**config.mk**
```make
export PLATFORM = sky130hd
export DESIGN_NAME = vga_sync_gen
export DESIGN_NICKNAME = d
export VERILOG_FILES = /design/src/rtl/vga_timing_pkg.sv /design/src/rtl/pix_tick_gen.sv /design/src/rtl/vga_sync_gen.sv
export SDC_FILE = /design/constraint.sdc
export NUM_CORES = 1
export LEC_CHECK = 0
export BUFFER_PORTS_ARGS = -buffer_cell sky130_fd_sc_hd__buf_2
export CORE_ASPECT_RATIO = 0.6
export CORE_MARGIN = 5
export CORE_UTILIZATION = 52
export DETAILED_ROUTE_END_ITERATION = 6
export GPL_TIMING_DRIVEN = 0
export PLACE_DENSITY_LB_ADDON = 0.2
export SLEW_MARGIN = 20
export SYNTH_ARGS = -nofsm -noshare
export SYNTH_HDL_FRONTEND = slang
export SYNTH_HIERARCHICAL = 1
export SYNTH_SLANG_ARGS = --single-unit
```
**constraint.sdc**
```tcl
create_clock -name clk -period 1.5 [get_ports clk]
set_input_delay 0.15 -clock clk [delete_from_list [all_inputs] [get_ports clk]]
set_output_delay 0.15 -clock clk [all_outputs]
set_load 0.02 [all_outputs]
```
**src/rtl/vga_timing_pkg.sv**
```systemverilog
// Shared 640x480 VGA timing constants and the coordinate type used by the
// sync generator, the icon overlay and the colorizer.
package vga_timing_pkg;

  localparam int DEF_CLK_DIV  = 4;
  localparam int DEF_H_ACTIVE = 640;
  localparam int DEF_H_FP     = 16;
  localparam int DEF_H_SYNC   = 96;
  localparam int DEF_H_BP     = 48;
  localparam int DEF_V_ACTIVE = 480;
  localparam int DEF_V_FP     = 10;
  localparam int DEF_V_SYNC   = 2;
  localparam int DEF_V_BP     = 33;

  localparam int DEF_H_TOTAL = DEF_H_ACTIVE + DEF_H_FP + DEF_H_SYNC + DEF_H_BP;
  localparam int DEF_V_TOTAL = DEF_V_ACTIVE + DEF_V_FP + DEF_V_SYNC + DEF_V_BP;

  localparam int DEF_H_SYNC_START = DEF_H_ACTIVE + DEF_H_FP;
  localparam int DEF_H_SYNC_END   = DEF_H_SYNC_START + DEF_H_SYNC - 1;
  localparam int DEF_V_SYNC_START = DEF_V_ACTIVE + DEF_V_FP;
  localparam int DEF_V_SYNC_END   = DEF_V_SYNC_START + DEF_V_SYNC - 1;

  localparam int COORD_W = 10;
  typedef logic [COORD_W-1:0] coord_t;

  function automatic logic in_span(input coord_t val, input coord_t lo, input coord_t hi);
    return (val >= lo) && (val <= hi);
  endfunction

endpackage

```
**src/rtl/pix_tick_gen.sv**
```systemverilog
// Pixel-rate enable divider: one-clock pix_en strobe every CLK_DIV system clocks
// while run is high.
module pix_tick_gen #(
  parameter int CLK_DIV = 4
) (
  input  logic clk,
  input  logic rst_n,
  input  logic run,
  output logic pix_en
);

  if (CLK_DIV < 1 || CLK_DIV > 16) begin : g_bad_div
    $error("pix_tick_gen: CLK_DIV must be in 1..16");
  end

  localparam logic [3:0] DIV_LAST = 4'(CLK_DIV - 1);

  logic [3:0] div_cnt;
  logic [3:0] div_nxt;

  always_comb begin
    div_nxt = div_cnt + 4'd1;
    if (div_cnt == DIV_LAST) div_nxt = '0;
  end

  // pix_en is registered from the next count so it is high exactly while
  // div_cnt sits at CLK_DIV-1; with CLK_DIV=1 that is every cycle.
  always_ff @(posedge clk or negedge rst_n) begin
    if (!rst_n) begin
      div_cnt <= '0;
      pix_en  <= 1'b0;
    end else if (run) begin
      div_cnt <= div_nxt;
      pix_en  <= (div_nxt == DIV_LAST);
    end else begin
      div_cnt <= '0;
      pix_en  <= 1'b0;
    end
  end

endmodule

```
**src/rtl/vga_sync_gen.sv**
```systemverilog
// 640x480@60 VGA timing generator: pixel-enable divider, h/v counters,
// registered sync/blanking/coordinate outputs and per-frame strobes.
module vga_sync_gen
  import vga_timing_pkg::*;
#(
  parameter int CLK_DIV  = DEF_CLK_DIV,
  parameter int H_ACTIVE = DEF_H_ACTIVE,
  parameter int H_FP     = DEF_H_FP,
  parameter int H_SYNC   = DEF_H_SYNC,
  parameter int H_BP     = DEF_H_BP,
  parameter int V_ACTIVE = DEF_V_ACTIVE,
  parameter int V_FP     = DEF_V_FP,
  parameter int V_SYNC   = DEF_V_SYNC,
  parameter int V_BP     = DEF_V_BP
) (
  input  logic       clk,
  input  logic       rst_n,
  output logic       pix_en,
  output logic       horiz_sync,
  output logic       vert_sync,
  output logic       video_on,
  output logic [9:0] pixel_column,
  output logic [9:0] pixel_row,
  output logic       frame_start,
  output logic       vblank_start,
  output logic [7:0] frame_count
);

  localparam int H_TOTAL = H_ACTIVE + H_FP + H_SYNC + H_BP;
  localparam int V_TOTAL = V_ACTIVE + V_FP + V_SYNC + V_BP;

  if (H_TOTAL > 1024 || V_TOTAL > 1024) begin : g_bad_geometry
    $error("vga_sync_gen: H_TOTAL and V_TOTAL must not exceed 1024");
  end

  localparam coord_t H_LAST       = coord_t'(H_TOTAL - 1);
  localparam coord_t V_LAST       = coord_t'(V_TOTAL - 1);
  localparam coord_t H_ACT        = coord_t'(H_ACTIVE);
  localparam coord_t V_ACT        = coord_t'(V_ACTIVE);
  localparam coord_t H_SYNC_START = coord_t'(H_ACTIVE + H_FP);
  localparam coord_t H_SYNC_END   = coord_t'(H_ACTIVE + H_FP + H_SYNC - 1);
  localparam coord_t V_SYNC_START = coord_t'(V_ACTIVE + V_FP);
  localparam coord_t V_SYNC_END   = coord_t'(V_ACTIVE + V_FP + V_SYNC - 1);

  logic [1:0] rst_sync;
  logic       run;
  logic       active;
  logic       cnt_moved;
  coord_t     h_cnt;
  coord_t     v_cnt;
  logic [7:0] frame_cnt;
  logic       hsync_nxt;
  logic       vsync_nxt;
  logic       video_nxt;

  always_ff @(posedge clk or negedge rst_n) begin
    if (!rst_n) rst_sync <= 2'b00;
    else        rst_sync <= {rst_sync[0], 1'b1};
  end

  assign run = rst_sync[1];

  pix_tick_gen #(.CLK_DIV(CLK_DIV)) u_pix_tick (
    .clk    (clk),
    .rst_n  (rst_n),
    .run    (run),
    .pix_en (pix_en)
  );

  // The first pixel strobe after reset only arms the outputs so that (0,0)
  // is shown for a full pixel period before the counters start moving.
  always_ff @(posedge clk or negedge rst_n) begin
    if (!rst_n) begin
      active    <= 1'b0;
      cnt_moved <= 1'b0;
      h_cnt     <= '0;
      v_cnt     <= '0;
      frame_cnt <= '0;
    end else begin
      cnt_moved <= 1'b0;
      if (pix_en) begin
        if (!active) begin
          active <= 1'b1;
        end else begin
          cnt_moved <= 1'b1;
          if (h_cnt == H_LAST) begin
            h_cnt <= '0;
            if (v_cnt == V_LAST) begin
              v_cnt     <= '0;
              frame_cnt <= frame_cnt + 8'd1;
            end else begin
              v_cnt <= v_cnt + 10'd1;
            end
          end else begin
            h_cnt <= h_cnt + 10'd1;
          end
        end
      end
    end
  end

  always_comb begin
    hsync_nxt = !in_span(h_cnt, H_SYNC_START, H_SYNC_END);
    vsync_nxt = !in_span(v_cnt, V_SYNC_START, V_SYNC_END);
    video_nxt = (h_cnt < H_ACT) && (v_cnt < V_ACT);
  end

  // Strobes key off cnt_moved so they fire once per arrival, not once per clk
  // the counters dwell on the pixel.
  always_ff @(posedge clk or negedge rst_n) begin
    if (!rst_n) begin
      horiz_sync   <= 1'b1;
      vert_sync    <= 1'b1;
      video_on     <= 1'b0;
      pixel_column <= '0;
      pixel_row    <= '0;
      frame_start  <= 1'b0;
      vblank_start <= 1'b0;
      frame_count  <= '0;
    end else if (active) begin
      horiz_sync   <= hsync_nxt;
      vert_sync    <= vsync_nxt;
      video_on     <= video_nxt;
      pixel_column <= h_cnt;
      pixel_row    <= v_cnt;
      frame_start  <= cnt_moved && (h_cnt == '0) && (v_cnt == '0);
      vblank_start <= cnt_moved && (h_cnt == '0) && (v_cnt == V_ACT);
      frame_count  <= frame_cnt;
    end
  end

endmodule

```
Word level (Yosys, flattened, before mapping)
Index checks and enable logic that the tools add are counted.
{"block": "word_totals", "ff_bits": 70, "input_bits": 2, "output_inout_bits": 34}
{"block": "classes", "add_sub_neg": 4, "magnitude_cmp": 6, "n_eq_ne": 5, "mux": 7, "n_reduce_logical": 13}
{"op": "10-bit by 1-bit adder with 10-bit output (second input constant)", "n": 2}
{"op": "10-bit equality test (second input constant)", "n": 2}
{"op": "10-bit logical NOT", "n": 2}
{"op": "10-bit 2-to-1 mux", "n": 2}
{"op": "10-bit by 9-bit equality test with 1-bit output (second input constant)", "n": 1}
{"op": "10-bit greater-or-equal comparator (second input constant)", "n": 1}
{"op": "10-bit by 9-bit greater-or-equal comparator with 1-bit output (second input constant)", "n": 1}
{"op": "10-bit <= comparator (second input constant)", "n": 1}
{"op": "10-bit by 9-bit <= comparator with 1-bit output (second input constant)", "n": 1}
{"op": "10-bit less-than comparator (second input constant)", "n": 1}
{"op": "10-bit by 9-bit less-than comparator with 1-bit output (second input constant)", "n": 1}
{"op": "8-bit by 1-bit adder with 8-bit output (second input constant)", "n": 1}
{"op": "4-bit by 2-bit equality test with 1-bit output (second input constant)", "n": 2}
{"op": "4-bit 2-to-1 mux", "n": 2}
{"op": "1-bit logical AND", "n": 6}
{"op": "4-bit by 1-bit adder with 4-bit output (second input constant)", "n": 1}
{"op": "4-bit AND reduction", "n": 1}
{"op": "1-bit 2-to-1 mux", "n": 3}
{"op": "3-bit AND reduction", "n": 1}
{"op": "1-bit logical NOT", "n": 2}
{"op": "2-bit AND reduction", "n": 1}

Logic depth before layout (Yosys ltp)
Gate-level depths: netlist (run 1).
{"block": "logic_depth", "word_depth": 4, "mapped_depth": 7, "mapped_depth_nobuf": 6}

Hierarchy
The synthesis (run 1) kept the hierarchy.
{"module": "vga_sync_gen", "instances": 1, "cells_per_inst": 243, "area_per_inst_um2": 2996.6, "seq_area_each_um2": 1629.1}
{"module": "pix_tick_gen", "instances": 1, "cells_per_inst": 22, "area_per_inst_um2": 245.2, "seq_area_each_um2": 125.1}

Worst setup path after synthesis (run 1)
OpenSTA, ideal clock, no wires.
{"block": "synth_path", "path_kind": "register -> register", "startpoint": "register h_cnt[7]", "endpoint": "register v_cnt[4]", "arrival_ns": 1.613, "t_required_ns": 1.421, "setup_slack_ns": -0.193, "path_stages_with_launch": 7, "n_path_buf": 2, "synth_period_minus_slack_ns": 1.693, "path_cell_list": "dfrtp_1 -> buf_2 -> nand4b_4 -> or3_4 -> buf_6 -> nor4_2 -> mux2i_1"}
{"block": "synth_between", "elab_chain_cells": 2}
{"element": "start: declaration", "line": "vga_sync_gen.sv:49", "source": "coord_t h_cnt;"}
{"element": "start signal: assignment", "line": "vga_sync_gen.sv:95", "source": "h_cnt <= h_cnt + 10'd1;"}
{"element": "10-bit equality test", "line": "vga_sync_gen.sv:86", "source": "if (h_cnt == H_LAST) begin"}
{"element": "3-bit AND reduction (no line)"}
{"element": "end signal: assignment", "line": "vga_sync_gen.sv:92", "source": "v_cnt <= v_cnt + 10'd1;"}
{"element": "end: declaration", "line": "vga_sync_gen.sv:50", "source": "coord_t v_cnt;"}
No other way between the ends.
A chain may end at the register's enable or synchronous reset.

Worst setup path in the final report (run 1)
{"block": "layout_path", "startpoint": "register h_cnt[4]", "endpoint": "register frame_cnt[2]"}
{"block": "layout_between", "elab_chain_cells": 2}
{"element": "10-bit equality test", "line": "vga_sync_gen.sv:86"}
{"element": "4-bit AND reduction (no line)"}
{"element": "end signal: assignment", "line": "vga_sync_gen.sv:90", "source": "frame_cnt <= frame_cnt + 8'd1;"}
{"element": "end: declaration", "line": "vga_sync_gen.sv:51", "source": "logic [7:0] frame_cnt;"}
No other way between the ends.

==> results of run 1 <==
## cells by family after synthesis
group / after synthesis / synth area share (%)
AO/OA/AOI/OAI: 23 / 4.32
XOR/XNOR: 19 / 5.13
adder cells (fa/ha/maj): 8 / 3.09
buffers and inverters: 26 / 3.70
flip-flops: 70 / 54.1
multiplexers: 33 / 11.3
other: 1 / 0.116
AND/OR/NAND/NOR: 85 / 18.2
## timing repair
| item | CTS | global route |
|---|---|---|
| cloned | 1 | 1 |
| setup endpoints to repair | 43 | 47 |
| buffers inserted | 13 | 10 |
| hold buffers | 1 | 0 |
| gates resized for setup | 29 | 17 |
| pin swaps | 13 | 14 |
| endpoints found under the hold margin | 68 | 0 |
## stage by stage
stage               cells  utilization, %  power, mW  hold WS (ns)  instance area, µm²
floorplan             265               -       2.41        -0.146                3320
global placement      384            59.2       2.56         0.336                3600
detailed placement    385            59.7       2.59        0.0336                3630
CTS                   413            67.7       4.36         0.202                4120
global route          423            69.8       4.55         0.243                4250
finish                423            69.8       4.36         0.213                4250
## cell usage after synthesis, types with 2 or more instances
cell type	n	area (µm²)
a21oi_1	5	25.0
a31oi_1	4	25.0
and2_1	5	31.3
and3_1	6	37.5
buf_1	2	7.51
buf_2	3	15.0
buf_6	2	22.5
clkbuf_1	6	22.5
dfrtp_1	68	1700
dfstp_2	2	52.6
ha_1	8	100
inv_1	12	45.0
mux2_2	28	315
mux2i_1	4	40.0
nand2_1	12	45.0
nand3_1	10	50.1
nand3b_1	2	15.0
nand4_1	13	81.3
nor2_1	10	37.5
nor2b_1	2	12.5
nor3_1	5	25.0
nor4_2	3	37.5
nor4_4	4	85.1
nor4b_2	2	30.0
o21ai_0	3	15.0
o21ai_1	3	15.0
o22ai_1	2	12.5
o31ai_1	2	15.0
xnor2_1	9	78.8
xor2_1	10	87.6
## per-layer routing
metal / global-route usage, % / vias to the layer above / wire, µm
met5: 0 / - / 0
met4: 6.13 / 0 / 63
met3: 5.47 / 6 / 334
met2: 26.8 / 54 / 3270
met1: 25.5 / 1158 / 3420
li1: - / 1070 / -
## registers in the layout, indices dropped and copies added, names as in the netlist, 2 cells and up
signal	cells
h_cnt	10
pixel_row	10
u_pix_tick/div_cnt	4
frame_cnt	8
v_cnt	10
rst_sync	2
pixel_column	10
frame_count	8
## path summary, 6_finish.rpt
| kind | start | to | depth (start not counted) | slack, ns |
|---|---|---|---|---|
| worst max-delay path | h_cnt[4]$_DFFE_PN0P_ | frame_cnt[2]$_DFFE_PN0P_ | 6 | -0.29 |
| worst min-delay path | rst_n | h_cnt[1]$_DFFE_PN0P_ | 2 | 0.21 |
| worst max register to register | h_cnt[4]$_DFFE_PN0P_ | frame_cnt[2]$_DFFE_PN0P_ | 6 | -0.29 |
| worst min register to register | rst_sync[0]$_DFF_PN0_ | rst_sync[1]$_DFF_PN0_ | 0 | 0.35 |
| max in group asynchronous | rst_n | horiz_sync$_DFFE_PN1P_ | 3 | 0.71 |
| min in group clk | rst_sync[0]$_DFF_PN0_ | rst_sync[1]$_DFF_PN0_ | 0 | 0.35 |
## final cells by class
type	instances	area (µm²)
clock buffer	11	151
multi-input combinational	169	1520
buffer	10	105
tap	84	105
clock inverter	5	81.3
inverter	12	45.0
timing repair buffer	62	477
fill	433	1840
sequential	70	1760
## worst max-delay path: cells and delay by family, from the launching register on
family	cells	cell delay (ns)
AND/OR/NAND/NOR	3	0.77
flip-flops	1	0.47
buffers and inverters	2	0.28
XOR/XNOR	1	0.19
## power by group
part           internal [mW]  switching (mW)  leakage [nW]
registers               1.99          0.0770         0.932
logic                  0.246           0.313          1.18
clock network           1.03           0.711         0.116
total                   3.26            1.10          2.23
==> impl_metrics.csv, run 1 <==
group,metric,value,unit
logic_synthesis,synth_cells,265,
sta,setup_ws,-0.294,ns
setup_path,end_kind,"flip-flop",
logic_synthesis,async_reset_ff_share,100,%
logic_synthesis,ys_warn_count,6,
final_layout,fin_nets,344,
final_layout,final_common_cell,"dfrtp_1",
final_layout,drive_above_1_share,46.6,%
placed_design,io_buffers,35,
detailed_routing,routedWlPerCell,16.8,µm
logic_synthesis,ys_ff_latch,70,
sta,max_freq,557,MHz
detailed_routing,drtIter0Drc,107,
global_routing,grt_usage,18.1,%
floorplanning,coreArea,6080,µm²
floorplanning,ios,36,
sta,skew,0.0103,ns
setup_path,worstPathRequired,1.77,ns
flow_run,drv_cap,0,
logic_synthesis,ys_seq_area_share,54.1,%
final_layout,n_antenna_cell,0,
worst_hold_path,hp-class,"input port to asynchronous set/reset pin",
floorplanning,die-width,112,µm
setup_path,path_cells,"nand4b_4, or3_4, buf_6, buf_16, nor4_4, xor2_1",
setup_path,arrival,2.06,ns
global_routing,grt_pass1_wl,11400,µm
pwr,p_leak,2.23,nW
clock_tree,cts_buffers,9,
setup_path,worstPathMaxFanout,7,
detailed_routing,postRouteAntennaNets,0,
logic_synthesis,avgSynthCellArea,12.2,µm²
setup_path,crit_type,"flip-flop to flip-flop",
clock_tree,clk_latency,0.35,ns
global_routing,grt_overflow,0,
status,violations,"negative setup slack",
clock_tree,cts_root_buf,"clkbuf_8",
clock_tree,clkTransAtPathRegs,0.08,ns
detailed_routing,drc,0,
detailed_routing,wirelength,7090,µm
logic_synthesis,synth_area,3240,µm²
placed_design,pre_cts_ws,-0.372,ns
setup_path,cp-start-kind,"flip-flop",
logic_synthesis,ys.flop_type,"dfrtp_1",
logic_synthesis,synth.distinct_cells,48,
clock_tree,clock_sinks,70,
placed_design,hpwl,4460,µm
final_layout,final_cell_mix,"dfrtp_1 (60), buf_2 (36), mux2_2 (28)",
status,status,"finished, violations left",
sta,fin_crit,1.79,ns
global_routing,antenna_found_initial,0,
detailed_routing,first_pass_iters,4,
sta,setup_tns,-2.86,ns
global_routing,grt_pass1_vias,2234,
sta,slew_viol_final,0,
clock_tree,cts_buffer_depth,2,
setup_path,slowest_delay,0.47,ns
sta,finalCritPeriodShare,120,%
floorplanning,die_area,7970,µm²
sta,rsz0062_at_grt,"true",
final_layout,area_growth,31.0,%
setup_path,cp_slowest_cell,"dfrtp_2",
floorplanning,num_rows,22,
logic_synthesis,synth_edf_count,0,
pwr,pwr_density_cell,1030,nW/µm²
floorplanning,start_util,53.3,%
detailed_routing,vias_per_cell,5.41,
sta,finalSetupViolations,21,
clock_tree,h-tree-depth,3,
global_routing,grt_max_degree,55,
placed_design,gp_congestion,0.801,
pwr,max-vdd-ir-drop,0.702,mV
detailed_routing,vias,2288,
floorplanning,die_y,71.2,µm
logic_synthesis,syn-num-nets,275,
clock_tree,cts_tree,"yes",
sta,hold_viol,0,
(Power assumes the default switching activity.)
==> run 2: changes to the inputs <==
GPL_TIMING_DRIVEN = unset   (was 0)
==> run 2 against run 1 <==
Net effect: the flow still finishes with violations (negative setup slack); clock-buffer cell count down 1; utilization down 1.4 points; global-route usage is 0.64 points lower.
==> impl_metrics.csv, run 2 (synthesis gave the netlist of run 1 again) <==
group,metric,value,unit
setup_path,worstSetupStartpoint,"h_cnt[7]$_DFFE_PN0P_",
floorplanning,coreArea,6080,µm²
setup_path,worstPathRequired,1.72,ns
setup_path,end_kind,"flip-flop",
detailed_routing,vias,2289,
setup_path,crit_type,"flip-flop to flip-flop",
setup_path,arrival,1.79,ns
clock_tree,clkTransAtPathRegs,0.07,ns
floorplanning,ios,36,
final_layout,final_cell_mix,"dfrtp_1 (67), buf_4 (41), buf_2 (35)",
detailed_routing,drtIter0Drc,122,
setup_path,crit_buf_inv,1,
floorplanning,die_area,7970,µm²
sta,finalSetupViolations,20,
global_routing,grt_usage,17.5,%
pwr,pwr_density_cell,1010,nW/µm²
clock_tree,cts_tree,"yes",
detailed_routing,first_pass_iters,4,
sta,finalCritPeriodShare,105,%
sta,rsz0062_at_grt,"true",
detailed_routing,drc,0,
detailed_routing,top_layer,"met4",
setup_path,worstPathMaxFanout,8,
floorplanning,die_y,71.2,µm
setup_path,rr_worst_depth,5,
sta,max_freq,634,MHz
pwr,p_leak,2.25,nW
setup_path,cp-start-kind,"flip-flop",
clock_tree,h-tree-depth,3,
global_routing,antenna_found_initial,0,
final_layout,area_growth,28.4,%
floorplanning,die-width,112,µm
setup_path,worst-path-stages,5,
setup_path,path_cells,"nand4b_4, or3_4, buf_6, nor2_4, a31oi_1",
final_layout,final_common_cell,"dfrtp_1",
detailed_routing,dr_wl_met2,2910,µm
pwr,p_int,3.17,mW
sta,hold_viol,0,
global_routing,grt_overflow,0,
pwr,max-vdd-ir-drop,0.826,mV
global_routing,grt_pass1_wl,11000,µm
final_layout,n_antenna_cell,0,
setup_path,slowest_delay,0.42,ns
placed_design,hpwl,4620,µm
detailed_routing,vias_per_cell,5.27,
clock_tree,cts_root_buf,"clkbuf_8",
clock_tree,cts_buffers,9,
placed_design,io_buffers,35,
clock_tree,cts_buffer_depth,2,
setup_path,cp_slowest_cell,"or3_4",
sta,fin_crit,1.58,ns
final_layout,drive_above_1_share,43.1,%
pwr,p_clk_share,38.6,%
floorplanning,start_util,53.3,%
flow_run,drv_cap,0,
setup_path,crit_family,"simple AND/OR/NAND/NOR gates",
pwr,seqPwrFrac,48.4,%
placed_design,pre_cts_ws,-0.127,ns
global_routing,grt_max_degree,71,
sta,setup_ws,-0.0769,ns
sta,slew_viol_final,0,
sta,skew,0.00570,ns
detailed_routing,routedWlPerCell,15.1,µm
pwr,power.net_switching,1.06,mW
pwr,swShare,25.0,%
detailed_routing,routed-wl-met3,366,µm
pwr,p_comb_share,13.0,%
worst_hold_path,hp-class,"input port to asynchronous set/reset pin",
clock_tree,clk_latency,0.34,ns
detailed_routing,m1WireLength,3170,µm
setup_path,r2r-start,"h_cnt[7]$_DFFE_PN0P_",
placed_design,gp_congestion,0.924,
status,violations,"negative setup slack",
clock_tree,clock_sinks,70,
detailed_routing,postRouteAntennaNets,0,
floorplanning,num_rows,22,
final_layout,fin_nets,355,
global_routing,grt_pass1_vias,2294,
detailed_routing,wirelength,6540,µm
status,status,"finished, violations left",
sta,whs,0.362,ns
## run 2: cell types whose count changed in the layout (fill, tap and decap cells not counted), sizes merged
cell,before,now
clkinv,2,3
clkbuf,16,10
buf,66,82
## run 2: timing repair
item,CTS,global route
pin swaps,3,1
hold buffers,1,0
hold endpoints to repair,68,0
buffers inserted,0,2
resized for setup,8,7
endpoints found under the setup margin,15,18
## run 2: final timing paths
| check | endpoint | slack, ns |
|---|---|---|
| worst min register to register | rst_sync[1]$_DFF_PN0_ | 0.37 |
| worst max register to register | v_cnt[2]$_DFFE_PN0P_ | -0.08 |
| max in group asynchronous | vert_sync$_DFFE_PN1P_ | 0.80 |
| worst min-delay path | u_pix_tick/div_cnt[2]$_DFF_PN0_ | 0.36 |
| min in group clk | rst_sync[1]$_DFF_PN0_ | 0.37 |
| worst max-delay path | v_cnt[2]$_DFFE_PN0P_ | -0.08 |
## run 2: power by group through the flow
| stage | registers [mW] | logic, mW | clock network [mW] |
|---|---|---|---|
| floorplan | 2.15 | 0.255 | 0 |
| global placement | 2.07 | 0.546 | 0 |
| detailed placement | 2.08 | 0.557 | 0 |
| CTS | 2.04 | 0.559 | 1.69 |
| global route | 2.06 | 0.613 | 1.77 |
| finish | 2.04 | 0.549 | 1.63 |
## run 2: cell type report
cell class                      count  area (µm²)
Clock buffer                       10         128
Clock inverter                      6        86.3
Fill cell                         479        1920
Inverter                           12        45.0
Multi-Input combinational cell    169        1470
Sequential cell                    70        1760
Tap cell                           84         105
Timing Repair Buffer               83         578
## run 2: routing by layer
layer	vias up	GRT usage, %
met5	-	0
li1	1090	-
met3	10	5.21
met2	56	25.9
met4	0	6.80
met1	1133	24.3
## run 2: stage by stage
step | utilization, % | power (mW) | setup TNS [ns] | cells | area (µm²)
after floorplan | - | 2.41 | -2.05 | 265 | 3320
after global placement | 63.4 | 2.62 | -0.627 | 415 | 3860
after detailed placement | 63.4 | 2.64 | -1.18 | 415 | 3860
after CTS | 67.7 | 4.29 | -0.665 | 432 | 4120
after global routing | 68.4 | 4.44 | -2.41 | 434 | 4160
final | 68.4 | 4.22 | -0.767 | 434 | 4160
## run 2: worst min-delay path, cell delays in order
cell           delay (ns)
dlygate4sd3_1        0.53
buf_2                0.12
buf_12               0.31
